$ cat config.mk
export PLATFORM = sky130hd
export DESIGN_NAME = gfx_cmd_tx
export DESIGN_NICKNAME = d
export VERILOG_FILES = /design/src/rtl/gfx_cmd_pkg.sv /design/src/rtl/gfx_ep_order.sv /design/src/rtl/gfx_cmd_tx.sv
export SDC_FILE = /design/constraint.sdc
export NUM_CORES = 1
export LEC_CHECK = 0
export CAP_MARGIN = 5
export CORE_ASPECT_RATIO = 1.25
export CORE_UTILIZATION = 47
export CTS_CLUSTER_SIZE = 40
export DETAILED_ROUTE_END_ITERATION = 7
export GPL_TIMING_DRIVEN = 0
export PLACE_DENSITY = 0.76
export SYNTH_ARGS = -nofsm -noshare
export SYNTH_HDL_FRONTEND = slang
export SYNTH_SLANG_ARGS = --single-unit
$ cat constraint.sdc
create_clock -name clk -period 2.35 [get_ports clk]
set_input_delay 0.3525 -clock clk [delete_from_list [all_inputs] [get_ports clk]]
set_output_delay 0.3525 -clock clk [all_outputs]
set_load 0.005 [all_outputs]
$ cat src/rtl/gfx_cmd_pkg.sv
// rtl/gfx_cmd_pkg.sv - shared opcodes, frame lengths and tx state type for gfx_cmd_tx
// Purpose: constants and types common to the draw-command transmitter.
// Ports: none (package).
package gfx_cmd_pkg;

  localparam logic [7:0] OP_LINE  = 8'h4C;
  localparam logic [7:0] OP_POINT = 8'h50;

  // Parameter bytes following the opcode, and seed bytes closing a line.
  localparam int POINT_PARAMS = 3;
  localparam int LINE_PARAMS  = 5;
  localparam int SEED_BYTES   = 2;

  // Whole-frame lengths; a line frame adds PAD_CYCLES filler bytes.
  localparam int POINT_FRAME_LEN  = 1 + POINT_PARAMS;
  localparam int LINE_FRAME_FIXED = 1 + LINE_PARAMS + SEED_BYTES;

  typedef enum logic [2:0] {
    ST_IDLE,
    ST_OPC,
    ST_PARAM,
    ST_PAD,
    ST_SEED,
    ST_GAP
  } tx_state_t;

endpackage

$ cat src/rtl/gfx_ep_order.sv
// rtl/gfx_ep_order.sv - combinational compare-and-swap of line endpoints
// Purpose: when en is high and x0 > x1, swaps (x0,y0) with (x1,y1) so the
//          start point has the smaller x; otherwise passes endpoints through.
// Ports: en (swap permitted), x0_i/y0_i/x1_i/y1_i (raw endpoints),
//        x0_o/y0_o/x1_o/y1_o (ordered endpoints).
module gfx_ep_order (
  input  logic       en,
  input  logic [7:0] x0_i,
  input  logic [7:0] y0_i,
  input  logic [7:0] x1_i,
  input  logic [7:0] y1_i,
  output logic [7:0] x0_o,
  output logic [7:0] y0_o,
  output logic [7:0] x1_o,
  output logic [7:0] y1_o
);

  logic swap;

  assign swap = en && (x0_i > x1_i);
  assign x0_o = swap ? x1_i : x0_i;
  assign y0_o = swap ? y1_i : y0_i;
  assign x1_o = swap ? x0_i : x1_i;
  assign y1_o = swap ? y0_i : y1_i;

endmodule

$ cat src/rtl/gfx_cmd_tx.sv
// rtl/gfx_cmd_tx.sv - serialises point/line draw requests into a CCU command byte stream
// Purpose: accepts one draw request at a time and emits its frame on cmd, one
//          byte per clk: point = 50,X,Y,C; line = 4C,Xs,Ys,Xe,Ye,C,pads,Xs,Ys.
//          Optional macro GFX_CMD_TX_ORDER_EN: lines are reordered so Xs <= Xe.
// Ports: clk, rst_n (sync active-low); req_valid/req_ready handshake with
//        req_line, req_x0, req_y0, req_x1, req_y1, req_colour; cmd (byte out),
//        cmd_active (frame byte on cmd), frame_done (last byte of a frame).
module gfx_cmd_tx
  import gfx_cmd_pkg::*;
#(
  parameter int         PAD_CYCLES = 5,
  parameter int         GAP_CYCLES = 1,
  parameter logic [7:0] IDLE_BYTE  = 8'h00
) (
  input  logic       clk,
  input  logic       rst_n,
  input  logic       req_valid,
  output logic       req_ready,
  input  logic       req_line,
  input  logic [7:0] req_x0,
  input  logic [7:0] req_y0,
  input  logic [7:0] req_x1,
  input  logic [7:0] req_y1,
  input  logic [7:0] req_colour,
  output logic [7:0] cmd,
  output logic       cmd_active,
  output logic       frame_done
);

  localparam logic [7:0] PAD_N     = 8'(PAD_CYCLES);
  localparam logic [7:0] GAP_LAST  = 8'(GAP_CYCLES - 1);
  localparam logic [7:0] PT_LAST   = 8'(POINT_PARAMS - 1);
  localparam logic [7:0] LN_LAST   = 8'(LINE_PARAMS - 1);
  localparam logic [7:0] SEED_LAST = 8'(SEED_BYTES - 1);

  tx_state_t  state_q, state_d, after_frame;
  logic [7:0] cnt_q, cnt_d;
  logic       line_q, line_d;
  logic [7:0] xs_q, xs_d, ys_q, ys_d, xe_q, xe_d, ye_q, ye_d, col_q, col_d;
  logic [7:0] ox0, oy0, ox1, oy1;
  logic       accept;

`ifdef GFX_CMD_TX_ORDER_EN
  gfx_ep_order u_ep_order (
    .en   (req_line),
    .x0_i (req_x0),
    .y0_i (req_y0),
    .x1_i (req_x1),
    .y1_i (req_y1),
    .x0_o (ox0),
    .y0_o (oy0),
    .x1_o (ox1),
    .y1_o (oy1)
  );
`else
  assign ox0 = req_x0;
  assign oy0 = req_y0;
  assign ox1 = req_x1;
  assign oy1 = req_y1;
`endif

  assign accept = req_valid && req_ready;

  always_ff @(posedge clk) begin
    if (!rst_n) begin
      state_q <= ST_IDLE;
      cnt_q   <= '0;
      line_q  <= 1'b0;
      xs_q    <= '0;
      ys_q    <= '0;
      xe_q    <= '0;
      ye_q    <= '0;
      col_q   <= '0;
    end else begin
      state_q <= state_d;
      cnt_q   <= cnt_d;
      line_q  <= line_d;
      xs_q    <= xs_d;
      ys_q    <= ys_d;
      xe_q    <= xe_d;
      ye_q    <= ye_d;
      col_q   <= col_d;
    end
  end

  always_comb begin
    state_d = state_q;
    cnt_d   = cnt_q;
    line_d  = line_q;
    xs_d    = xs_q;
    ys_d    = ys_q;
    xe_d    = xe_q;
    ye_d    = ye_q;
    col_d   = col_q;
    // With no gap the frame's last cycle doubles as the acceptance cycle.
    after_frame = ST_GAP;
    if (GAP_CYCLES == 0) after_frame = accept ? ST_OPC : ST_IDLE;
    // req_ready is only high in IDLE or on a zero-gap last byte, so capture
    // never disturbs a frame in flight.
    if (accept) begin
      line_d = req_line;
      xs_d   = ox0;
      ys_d   = oy0;
      xe_d   = ox1;
      ye_d   = oy1;
      col_d  = req_colour;
    end
    case (state_q)
      ST_IDLE: if (accept) state_d = ST_OPC;
      ST_OPC: begin
        state_d = ST_PARAM;
        cnt_d   = '0;
      end
      ST_PARAM: begin
        if (cnt_q == (line_q ? LN_LAST : PT_LAST)) begin
          cnt_d = '0;
          if (!line_q) state_d = after_frame;
          else if (PAD_CYCLES > 0) begin
            state_d = ST_PAD;
            cnt_d   = PAD_N;
          end else state_d = ST_SEED;
        end else cnt_d = cnt_q + 8'd1;
      end
      // Pads count down to 1 so the counter never passes through zero.
      ST_PAD: begin
        if (cnt_q == 8'd1) begin
          state_d = ST_SEED;
          cnt_d   = '0;
        end else cnt_d = cnt_q - 8'd1;
      end
      ST_SEED: begin
        if (cnt_q == SEED_LAST) begin
          state_d = after_frame;
          cnt_d   = '0;
        end else cnt_d = cnt_q + 8'd1;
      end
      ST_GAP: begin
        if (cnt_q == GAP_LAST) begin
          state_d = ST_IDLE;
          cnt_d   = '0;
        end else cnt_d = cnt_q + 8'd1;
      end
      default: state_d = ST_IDLE;
    endcase
  end

  always_comb begin
    cmd        = IDLE_BYTE;
    cmd_active = 1'b0;
    frame_done = 1'b0;
    case (state_q)
      ST_OPC: begin
        cmd        = line_q ? OP_LINE : OP_POINT;
        cmd_active = 1'b1;
      end
      ST_PARAM: begin
        cmd_active = 1'b1;
        case (cnt_q)
          8'd0:    cmd = xs_q;
          8'd1:    cmd = ys_q;
          8'd2:    cmd = line_q ? xe_q : col_q;
          8'd3:    cmd = ye_q;
          default: cmd = col_q;
        endcase
        frame_done = !line_q && (cnt_q == PT_LAST);
      end
      ST_PAD: cmd_active = 1'b1;
      ST_SEED: begin
        cmd        = (cnt_q == 8'd0) ? xs_q : ys_q;
        cmd_active = 1'b1;
        frame_done = (cnt_q == SEED_LAST);
      end
      default: ;
    endcase
    req_ready = (state_q == ST_IDLE) || ((GAP_CYCLES == 0) && frame_done);
  end

endmodule
# After elaboration in Yosys (flattened, before gate mapping)

Cells that the tools add are included.

Multiplexer cells: 21
$add $sub $neg: 2
Reductions and logical operators: 8
Equal/unequal tests: 14

Operators by type and width:

| kind                                                  | number |
|---|---|
| 2-to-1 mux 8 bit                                      | 6 |
| one-hot mux 8 bit (5 select lines)                    | 1 |
| one-hot mux 8 bit (4 select lines)                    | 1 |
| 2-to-1 mux 3 bit                                      | 8 |
| one-hot mux 8 bit (3 select lines)                    | 1 |
| one-hot mux 3 bit (6 select lines)                    | 1 |
| equality test 8 x 2 -> 1 bit, second input constant   | 2 |
| adder 8 x 1 -> 8 bit, second input constant           | 1 |
| equality test 8 x 1 -> 1 bit, second input constant   | 1 |
| equality test 8 x 3 -> 1 bit                          | 1 |
| zero test 8 bit                                       | 1 |
| inequality test 2 bit, second input constant          | 4 |
| subtractor 8 x 1 -> 8 bit, second input constant      | 1 |
| equality test 3 x 2 -> 1 bit, second input constant   | 2 |
| equality test 3 bit, second input constant            | 2 |
| 2-to-1 mux 5 bit                                      | 1 |
| AND reduction 5 bit                                   | 1 |
| nonzero test 5 bit                                    | 1 |
| OR reduction 4 bit                                    | 1 |
| equality test 3 x 1 -> 1 bit, second input constant   | 1 |
| zero test 3 bit                                       | 1 |
| logical AND 1 bit                                     | 2 |
| inequality test 2 x 1 -> 1 bit, second input constant | 1 |
| one-hot mux 1 bit (2 select lines)                    | 1 |
| 2 further kinds                                       | 2 |

Bits in registers: 52
Logic and storage cells: 53

# Logic depth before layout (Yosys ltp)

Word-level depth: 4
Depth in mapped cells: 9
Mapped depth without buffers: 7

# Worst setup path after synthesis

No wires, ideal clock.

Path kind: reg-to-output
From: register cnt_q[0]
To: output port cmd[3]
Required time: 1.997 ns
Setup slack: -0.044 ns
Path buffers: 1
Arrival: 2.041 ns
Cell stages (with the launch flop): 9
Cell sequence: dfxtp_1 -> clkbuf_1 -> inv_1 -> ha_1 -> nor3b_2 -> nor4b_4 -> a31oi_2 -> a221oi_1 -> o221ai_1

Cells in the longest elaborated chain, start to end: 3
Elaborated cells on any way between the ends: 7

Ends and longest elaborated chain:

| item                                                                   | RTL line                             | text |
|---|---|---|
| from (decl)                                                            | gfx_cmd_tx.sv:37                     | `logic [7:0] cnt_q, cnt_d;` |
| from (signal assigned)                                                 | gfx_cmd_tx.sv:76                     | `cnt_q <= cnt_d;` |
| equality test 8 x 2 -> 1 bit, or another cell as far along             | gfx_cmd_tx.sv:158                    | `case (cnt_q)` |
| one-hot mux 8 bit (4 select lines) or 2-to-1 mux 8 bit (tied branches) | gfx_cmd_tx.sv:158, gfx_cmd_tx.sv:169 |  |
| one-hot mux 8 bit (3 select lines) *                                   | gfx_cmd_tx.sv:151                    | `case (state_q)` |
| to (decl)                                                              | gfx_cmd_tx.sv:25                     | `output logic [7:0] cmd,` |

Every way passes the cells marked *; elsewhere a longest branch is shown, timed or not.

# Worst setup path after layout

From: register cnt_q[1]
To: output port cmd[4]

The elaborated chain is that of the path after synthesis.

==> flow_metrics.env <==
export IMPL_status="finished, violations left"
export IMPL_finalSetupViolCount=8
export IMPL_synth_cell_type_count=50
export IMPL_seq_area_frac_synth_pct=35.8
export IMPL_coreArea_mm2=0.00590
export IMPL_startpoint="cnt_q[1]"
export IMPL_cts_sinks=52
export IMPL_postCtsHoldBufs=0
export IMPL_cts_buffers=5
export IMPL_holdCritPathClass="reg2reg"
export IMPL_synthCells=383
export IMPL_vias_per_cell=5.85
export IMPL_async_flop_share_pct=0
export IMPL_ys_seq_elements=52
export IMPL_maxCapViolations=0
export IMPL_rows=31
export IMPL_grt_start_max_net_pins=18
export IMPL_start_util_pct=49.4
export IMPL_mostFrequentLayoutCell="nand2_1"
export IMPL_cts_buffer_depth=2
export IMPL_fin_util_pct=70.2
export IMPL_powerDensity_mw_per_mm2=1180
export IMPL_synth_main_ff_cell="dfxtp_1"
export IMPL_drive_above_1_share_pct=21.8
export IMPL_place_gp_congestion=0.872
export IMPL_required_ns=2.00
export IMPL_die_height_um=90.0
export IMPL_dpl_hpwl_um=6440
export IMPL_slew_violations=0
export IMPL_diodes=0
export IMPL_place_ws_ns=-0.837
export IMPL_clock_skew_ns=0.00463
export IMPL_cts_tree="built"
export IMPL_finalCriticalPeriod_ns=2.71
export IMPL_violations="setup timing"
export IMPL_grt_pass1_wl_um=14800
export IMPL_crit_arrival_ns=2.35
export IMPL_ff2ff_setup_slack_ns=0.06
export IMPL_hold_start="xe_q[5]"
export IMPL_finalWirelength_um=9170
export IMPL_io_buffers=54
export IMPL_clk_pin_slew_worst_paths_ns=0.10
export IMPL_ys_warnings_count=0
export IMPL_h_tree_depth=2
export IMPL_synth_area_per_cell_um2=7.60
export IMPL_fin_crit_sh_pct=115
export IMPL_antenna_found_initial=0
export IMPL_num_io_pins=55
export IMPL_crit_type="reg2out"
export IMPL_fillers=517
export IMPL_syn_area_mm2=0.00291
export IMPL_endpoint_kind="primary output"
export IMPL_final_antenna_net_count=0
export IMPL_place_area_mm2=0.00358
export IMPL_drcViolationCount=0
export IMPL_grt_pass1_vias=3137
export IMPL_worstSetupStartpointType="flip-flop"
export IMPL_die_x_um=72.4
export IMPL_firstDrtPassIters=6
export IMPL_drtIter0Drc=255
export IMPL_fin_ws_ns=-0.356
export IMPL_final_area_mm2=0.00414
export IMPL_postSynthNetCount=431
export IMPL_rsz0062_at_grt="yes"
export IMPL_grt_ovfl_total=0
export IMPL_vias=3195
export IMPL_synth_edf_count=0
export IMPL_relSlewSlack_pct=55.2
export IMPL_die_area_mm2=0.00651
export IMPL_fmax_mhz=370
export IMPL_r2r_start="cnt_q[1]"
export IMPL_clk_latency_ns=0.31
export IMPL_vdd_ir_drop_worst_uv=674
export IMPL_worst_slew_pin_slew_ns=0.666
export IMPL_most_common_layout_cells="nand2_1, a21oi_1, dfxtp_1, clkdlybuf4s50_1"
export IMPL_area_delta_synth_final_pct=42.3
export IMPL_hold_viol=0
export IMPL_leakage_nw=1.57
export IMPL_routedWlPerCell_um=16.8
export IMPL_fin_nets=511
export IMPL_total_power_mw=4.87
export IMPL_grtUsageTotal_pct=29.1
export IMPL_root_buffer="clkbuf_8"
export IMPL_cp_max_fo=5
-- flip-flops by register name (all words and copies together) (netlist names) --
signal and count:
cnt_q 8, col_q 8, line_q 1, state_q 3, xe_q 8, xs_q 8, ye_q 8, ys_q 8
-- final timing paths --
check	end	cells after the start
min	xe_q[5]	2
max reg2reg	cnt_q[0]	9
max	cmd[4]	12
min reg2reg	xe_q[5]	2
-- cells in the mapped netlist (3+ instances only) --
cell type | count | area, µm²
nand2_1 | 105 | 394
dfxtp_1 | 52 | 1040
a21oi_1 | 49 | 245
clkbuf_1 | 25 | 93.8
nor2_1 | 20 | 75.1
mux2i_1 | 12 | 120
a221oi_1 | 8 | 70.1
a222oi_1 | 8 | 80.1
mux2_2 | 8 | 90.1
o21ai_0 | 8 | 40.0
a31oi_1 | 6 | 37.5
nand3_1 | 6 | 30.0
inv_1 | 5 | 18.8
nand2b_1 | 5 | 31.3
o22ai_1 | 5 | 31.3
or3_1 | 5 | 31.3
ha_1 | 4 | 50.1
nor3_1 | 3 | 15.0
nor4_1 | 3 | 18.8
o21a_1 | 3 | 22.5
o221ai_1 | 3 | 26.3
xnor2_1 | 3 | 26.3
xor2_1 | 3 | 26.3
-- layout make-up --
cell class,instances,area (µm²),area share [%]
Clock inverter,3,46.3,1.12
Timing Repair Buffer,76,719,17.4
Inverter,6,40.0,0.967
Multi-Input combinational cell,294,1930,46.5
Sequential cell,52,1050,25.4
Clock buffer,5,68.8,1.66
Tap cell,82,103,2.48
Buffer,28,184,4.44
-- per-stage QoR --
step	hold WS, ns	instances	TNS (ns)
floorplan	0.433	383	0
global route	0.479	546	-2.85
global placement	0.443	519	-6.53
finish	0.463	546	-2.35
detailed placement	0.443	519	-6.80
CTS	0.460	537	-2.11
-- layer usage --
layer  GRT usage (%)  vias up  part of all wire (%)
met2            50.8      133                    52
met4            16.5        0                   5.3
met3            4.15       38                   4.5
met5               0        -                     0
li1                -     1522                     -
met1            33.1     1502                    38
-- cells by family after synthesis --
group                      synth area share [%]
and+or+nand+nor                            24.5
adders and majority gates                  1.72
buffers and inverters                      5.50
xor gates and xnor gates                   1.81
DFF                                        35.8
AOI/OAI and AO/OA                          23.5
muxes                                      7.22
-- report_power, final --
group | switching [mW] | total (mW) | internal, mW
sequential | 0.197 | 1.27 | 1.07
clock | 0.316 | 0.637 | 0.321
combinational | 1.49 | 2.96 | 1.46
total | 2.01 | 4.87 | 2.86
-- repair_timing --
action / in CTS / in global routing
endpoints found under the setup margin: 10 / 37
buffers inserted: 13 / 8
endpoints found under the hold margin: 0 / 0
pin swaps: 14 / 13
gates cloned: 0 / 1
resized for setup: 83 / 32
-- critical path, cell delays in order, from the launching register on --
cell and delay [ns]:
dfxtp_4 0.37, buf_8 0.13, inv_8 0.05, ha_4 0.12
nor3b_4 0.19, nor4b_4 0.24, buf_6 0.16, buf_4 0.12
buf_12 0.11, mux2i_1 0.19, o22a_1 0.15, o21ai_2 0.06
buf_2 0.13
Note: power is estimated with default switching activity, not from simulation.
